**src/rtl/axi_lite_reg_bridge_pkg.sv**
```systemverilog
// Shared types and constants for the AXI4-Lite to register-strobe bridge.
package axi_lite_reg_bridge_pkg;

  // One state per phase of the single outstanding transaction.
  typedef enum logic [2:0] {
    IDLE,
    W_DATA,
    W_USER,
    W_RESP,
    R_REQ,
    R_RESP
  } state_t;

  localparam logic [1:0] RESP_OKAY   = 2'b00;
  localparam logic [1:0] RESP_SLVERR = 2'b10;

endpackage

```
**src/rtl/axi_lite_reg_bridge.sv**
```systemverilog
// AXI4-Lite slave that presents one write or read at a time to user logic
// through a level request / single-cycle strobe register interface.
// Optional build macro AXI_LITE_TIMEOUT_EN adds a user-logic response timeout
// of TIMEOUT_CYCLES cycles that completes the transaction with SLVERR.
module axi_lite_reg_bridge
  import axi_lite_reg_bridge_pkg::*;
#(
  parameter int ADDR_WIDTH     = 16,
  parameter int DATA_WIDTH     = 32,
  parameter int TIMEOUT_CYCLES = 256
) (
  input  logic                  clk,
  input  logic                  rst,
  input  logic                  i_awvalid,
  output logic                  o_awready,
  input  logic [ADDR_WIDTH-1:0] i_awaddr,
  input  logic                  i_wvalid,
  output logic                  o_wready,
  input  logic [DATA_WIDTH-1:0] i_wdata,
  output logic                  o_bvalid,
  input  logic                  i_bready,
  output logic [1:0]            o_bresp,
  input  logic                  i_arvalid,
  output logic                  o_arready,
  input  logic [ADDR_WIDTH-1:0] i_araddr,
  output logic                  o_rvalid,
  input  logic                  i_rready,
  output logic [1:0]            o_rresp,
  output logic [DATA_WIDTH-1:0] o_rdata,
  output logic [ADDR_WIDTH-1:0] o_reg_address,
  input  logic                  i_reg_invalid_addr,
  output logic                  o_reg_in_rdy,
  input  logic                  i_reg_in_ack_stb,
  output logic [DATA_WIDTH-1:0] o_reg_in_data,
  output logic                  o_reg_out_req,
  input  logic                  i_reg_out_rdy_stb,
  input  logic [DATA_WIDTH-1:0] i_reg_out_data
);

  state_t state, state_next;
  logic   tmo_hit;

`ifdef AXI_LITE_TIMEOUT_EN
  localparam int CNT_W = $clog2(TIMEOUT_CYCLES + 1);
  logic [CNT_W-1:0] tmo_cnt;

  // Count cycles spent waiting on user logic; cleared in every other state so
  // each wait starts from zero.
  always_ff @(posedge clk) begin
    if (rst)
      tmo_cnt <= '0;
    else if (state == W_USER || state == R_REQ)
      tmo_cnt <= tmo_cnt + CNT_W'(1);
    else
      tmo_cnt <= '0;
  end

  assign tmo_hit = (tmo_cnt == CNT_W'(TIMEOUT_CYCLES - 1));
`else
  assign tmo_hit = 1'b0;
`endif

  // State register.
  always_ff @(posedge clk) begin
    // NOTE: sequential state uses non-blocking assignments so every register
    // samples pre-edge values regardless of statement order.
    if (rst) state <= IDLE;
    else     state <= state_next;
  end

  // Next-state decode; write wins when aw and ar arrive together.
  always_comb begin
    // NOTE: default first so no path through the case leaves state_next
    // unassigned, which would infer a latch.
    state_next = state;
    unique case (state)
      IDLE: begin
        if (i_awvalid)      state_next = W_DATA;
        else if (i_arvalid) state_next = R_REQ;
      end
      W_DATA: if (i_wvalid)                      state_next = W_USER;
      W_USER: if (i_reg_in_ack_stb || tmo_hit)   state_next = W_RESP;
      W_RESP: if (i_bready)                      state_next = IDLE;
      R_REQ:  if (i_reg_out_rdy_stb || tmo_hit)  state_next = R_RESP;
      R_RESP: if (i_rready)                      state_next = IDLE;
      default:                                   state_next = IDLE;
    endcase
  end

  // Handshake and request levels are pure state decodes.
  assign o_awready     = (state == IDLE);
  assign o_arready     = (state == IDLE);
  assign o_wready      = (state == W_DATA);
  assign o_reg_in_rdy  = (state == W_USER);
  assign o_bvalid      = (state == W_RESP);
  assign o_reg_out_req = (state == R_REQ);
  assign o_rvalid      = (state == R_RESP);

  // Datapath capture: address, write data, read data and responses hold
  // until the next transaction overwrites them.
  always_ff @(posedge clk) begin
    if (rst) begin
      o_reg_address <= '0;
      o_reg_in_data <= '0;
      o_rdata       <= '0;
      o_bresp       <= RESP_OKAY;
      o_rresp       <= RESP_OKAY;
    end else begin
      unique case (state)
        IDLE: begin
          if (i_awvalid)      o_reg_address <= i_awaddr;
          else if (i_arvalid) o_reg_address <= i_araddr;
        end
        W_DATA: if (i_wvalid) o_reg_in_data <= i_wdata;
        W_USER: begin
          if (i_reg_in_ack_stb)
            o_bresp <= i_reg_invalid_addr ? RESP_SLVERR : RESP_OKAY;
          else if (tmo_hit)
            o_bresp <= RESP_SLVERR;
        end
        R_REQ: begin
          if (i_reg_out_rdy_stb) begin
            o_rdata <= i_reg_out_data;
            o_rresp <= i_reg_invalid_addr ? RESP_SLVERR : RESP_OKAY;
          end else if (tmo_hit) begin
            o_rdata <= '0;
            o_rresp <= RESP_SLVERR;
          end
        end
        default: ;
      endcase
    end
  end

endmodule

```
**config.mk**
```make
export PLATFORM = sky130hd
export DESIGN_NAME = axi_lite_reg_bridge
export DESIGN_NICKNAME = d
export VERILOG_FILES = /design/src/rtl/axi_lite_reg_bridge_pkg.sv /design/src/rtl/axi_lite_reg_bridge.sv
export SDC_FILE = /design/constraint.sdc
export NUM_CORES = 1
export LEC_CHECK = 0
export CORE_ASPECT_RATIO = 0.75
export CORE_MARGIN = 2
export CORE_UTILIZATION = 41
export DETAILED_ROUTE_END_ITERATION = 10
export MAX_ROUTING_LAYER = met4
export PLACE_DENSITY = 0.87
export RECOVER_POWER = 25
export SYNTH_ARGS = -nofsm -noshare
export SYNTH_HDL_FRONTEND = slang
export SYNTH_SLANG_ARGS = --single-unit
```
**constraint.sdc**
```tcl
create_clock -name clk -period 3.1 [get_ports clk]
set_clock_uncertainty 0.05 [all_clocks]
set_input_delay 0.62 -clock clk [delete_from_list [all_inputs] [get_ports clk]]
set_output_delay 0.62 -clock clk [all_outputs]
set_load 0.01 [all_outputs]
```
==> metrics.cfg <==
[drt]
wl_met1_um = 4268
ant_nets = 0
vias_per_cell = 4.898
via_count = 3375
drt_iter0_drc = 147
wl_per_cell_um = 14.60
drt_first_pass_iters = 5
wirelength_um = 10060
drc = 0
topRoutingLayerUsed = met4
wl_met3_um = 707
met2_length_um = 4908

[timing]
min_period_ps = 2624
rsz0062_at_grt = false
maxSlewHeadroom_pct = -11.44
finalHoldViolations = 0
slew_viol_final = 33
tns_ps = 0
period_share_pct = 84.64
setup_viol = 0
whs_ps = 404.4
fmax_ghz = 0.3811
worstMarginPinSlew_ps = 1672

[final_layout]
drive_above_1_share_pct = 6.678
layout_commonest_cell = clkdlybuf4s50_1
nFillCells = 609
mostFrequentLayoutCells = clkdlybuf4s50_1 (173), nand2_1 (133), dfxtp_1 (85)
nets = 685
n_antenna_cell = 0
final_core_util_pct = 69.68
area_growth_pct = 62.95

[clocking]
cts_root_buf = clkbuf_8
clk_latency_ps = 350
path_clk_slew_ps = 80
cts_sinks = 85
cts-hold-fix-buffers = 0
cts_buffers = 9
cts_tree = done
ctsResizeCount = 0
htreeDepth = 3
cts.path.max_buffers = 2
cts_setup_buffers = 0

[worst_setup_path]
startpoint_type = register
cp-end-kind = output pin
criticalPathCategory = register to output pin
critical_path_required_ps = 2430
critPathMaxFanout = 15
crit_arrival_ps = 1950

[synth]
synth_flop_cell = dfxtp_1
ys_async_sr_fraction_pct = 0
yosysTopAreaCell = dfxtp_1
synth_area_leaders = dfxtp_1 (50%), nand2_1 (15%), a21oi_1 (8.7%)
synth_warnings = 0
syn-cell-area_um2 = 3401
ys_seq_area_share_pct = 50.04
synth_top_area_share_pct = 50.04
syn-instance-count = 400
syn_area_per_cell_um2 = 8.502
ys_types = 31
synth-seq-cells = 85
synth_edf_count = 0

[global_route]
grt_pass1_vias = 3303
overflow = 0
grt_usage_pct = 22.91
antenna_found_initial = 0
grt_first_pass_wirelength_um = 15810
grt_max_degree = 33

[outcome]
violations = max-capacitance violations, max-slew violations
outcome = complete, but fails checks

[placement]
place_congestion = 0.7332
io_buffers = 194
place_hpwl_um = 7472

[floorplan]
rows = 28
start_util_pct = 42.76
die_x_um = 109.2
die_h_um = 82.87
die_area_um2 = 9047
ioPinCount = 197
core_region_area_um2 = 7953

[power]
ir_drop_uv = 373.7
power.leakage_uw = 0.002026
p_per_area_nw_per_um2 = 670.3

[flow_run]
cap_violations = 1

[min_path]
hold_path_class = register to register

[final cells by class]
cell class / instances / area [µm²] / share of cell area [%]
clock buffer: 12 / 145.1 / 2.619
clock inverter: 4 / 95.09 / 1.716
inverter: 2 / 7.507 / 0.1355
multi-input combinational: 280 / 1450 / 26.17
sequential: 85 / 1702 / 30.71
tap: 105 / 131.4 / 2.371
timing repair buffer: 201 / 2011 / 36.28
[cells in the mapped netlist, types with 2 or more instances]
library cell,instances
nor2b_1,2
dfxtp_1,85
nand3_1,2
and3_1,2
buf_8,3
nor3_1,3
buf_4,9
buf_2,4
clkbuf_1,15
and2_1,3
a211oi_2,6
a21oi_1,59
a31oi_1,2
inv_1,2
nand2_1,133
nor2_1,17
a21oi_2,10
a211oi_1,12
mux2i_1,17
buf_6,3
[kinds of logic after synthesis]
| logic type | Yosys count | share of synthesized area (%) |
|---|---|---|
| flops | 85 | 50.04 |
| simple gates | 167 | 20.20 |
| other cells | 1 | 0.1103 |
| buf+inv | 36 | 6.769 |
| compound gates | 94 | 17.88 |
| mux | 17 | 5.004 |
[through the flow]
stage               area (µm²)  total power [µW]  instances  worst slack [ps]
floorplan                 3405              2221        401              1459
global placement          5328              2790        673             930.1
detailed placement        5328              2839        673             835.5
CTS                       5568              3788        689             494.5
global route              5542              3934        689             351.5
finish                    5542              3715        689             476.1
[path summary, 6_finish.rpt]
check                    from          endpoint  slack (ps)  cells after the start
min          o_reg_in_data[3]  o_reg_in_data[3]         400                      2
min reg2reg  o_reg_in_data[3]  o_reg_in_data[3]         400                      2
max                  state[0]          o_wready         480                      2
max reg2reg          state[0]  o_reg_in_data[8]         880                      5
[registers in the layout (all words and copies together) (netlist names)]
signal,flops
o_rdata,32
o_reg_in_data,32
o_rresp,1
state,3
o_bresp,1
o_reg_address,16
[critical path, cell delays in order, from the launching register on]
cell and delay (ps):
dfxtp_1 610, nor3b_1 360, clkdlybuf4s50_1 630
[where the power goes]
part	internal, µW	switching [µW]
clock network	557	384
logic	695	655
registers	1290	136
total	2540	1170
[routing by layer]
layer	vias to the layer above	GRT usage (%)
met5	-	-
met4	0	7.692
met3	18	6.279
met2	136	38.34
met1	1542	26.30
li1	1679	-
Power figures use the tool's default switching activity.
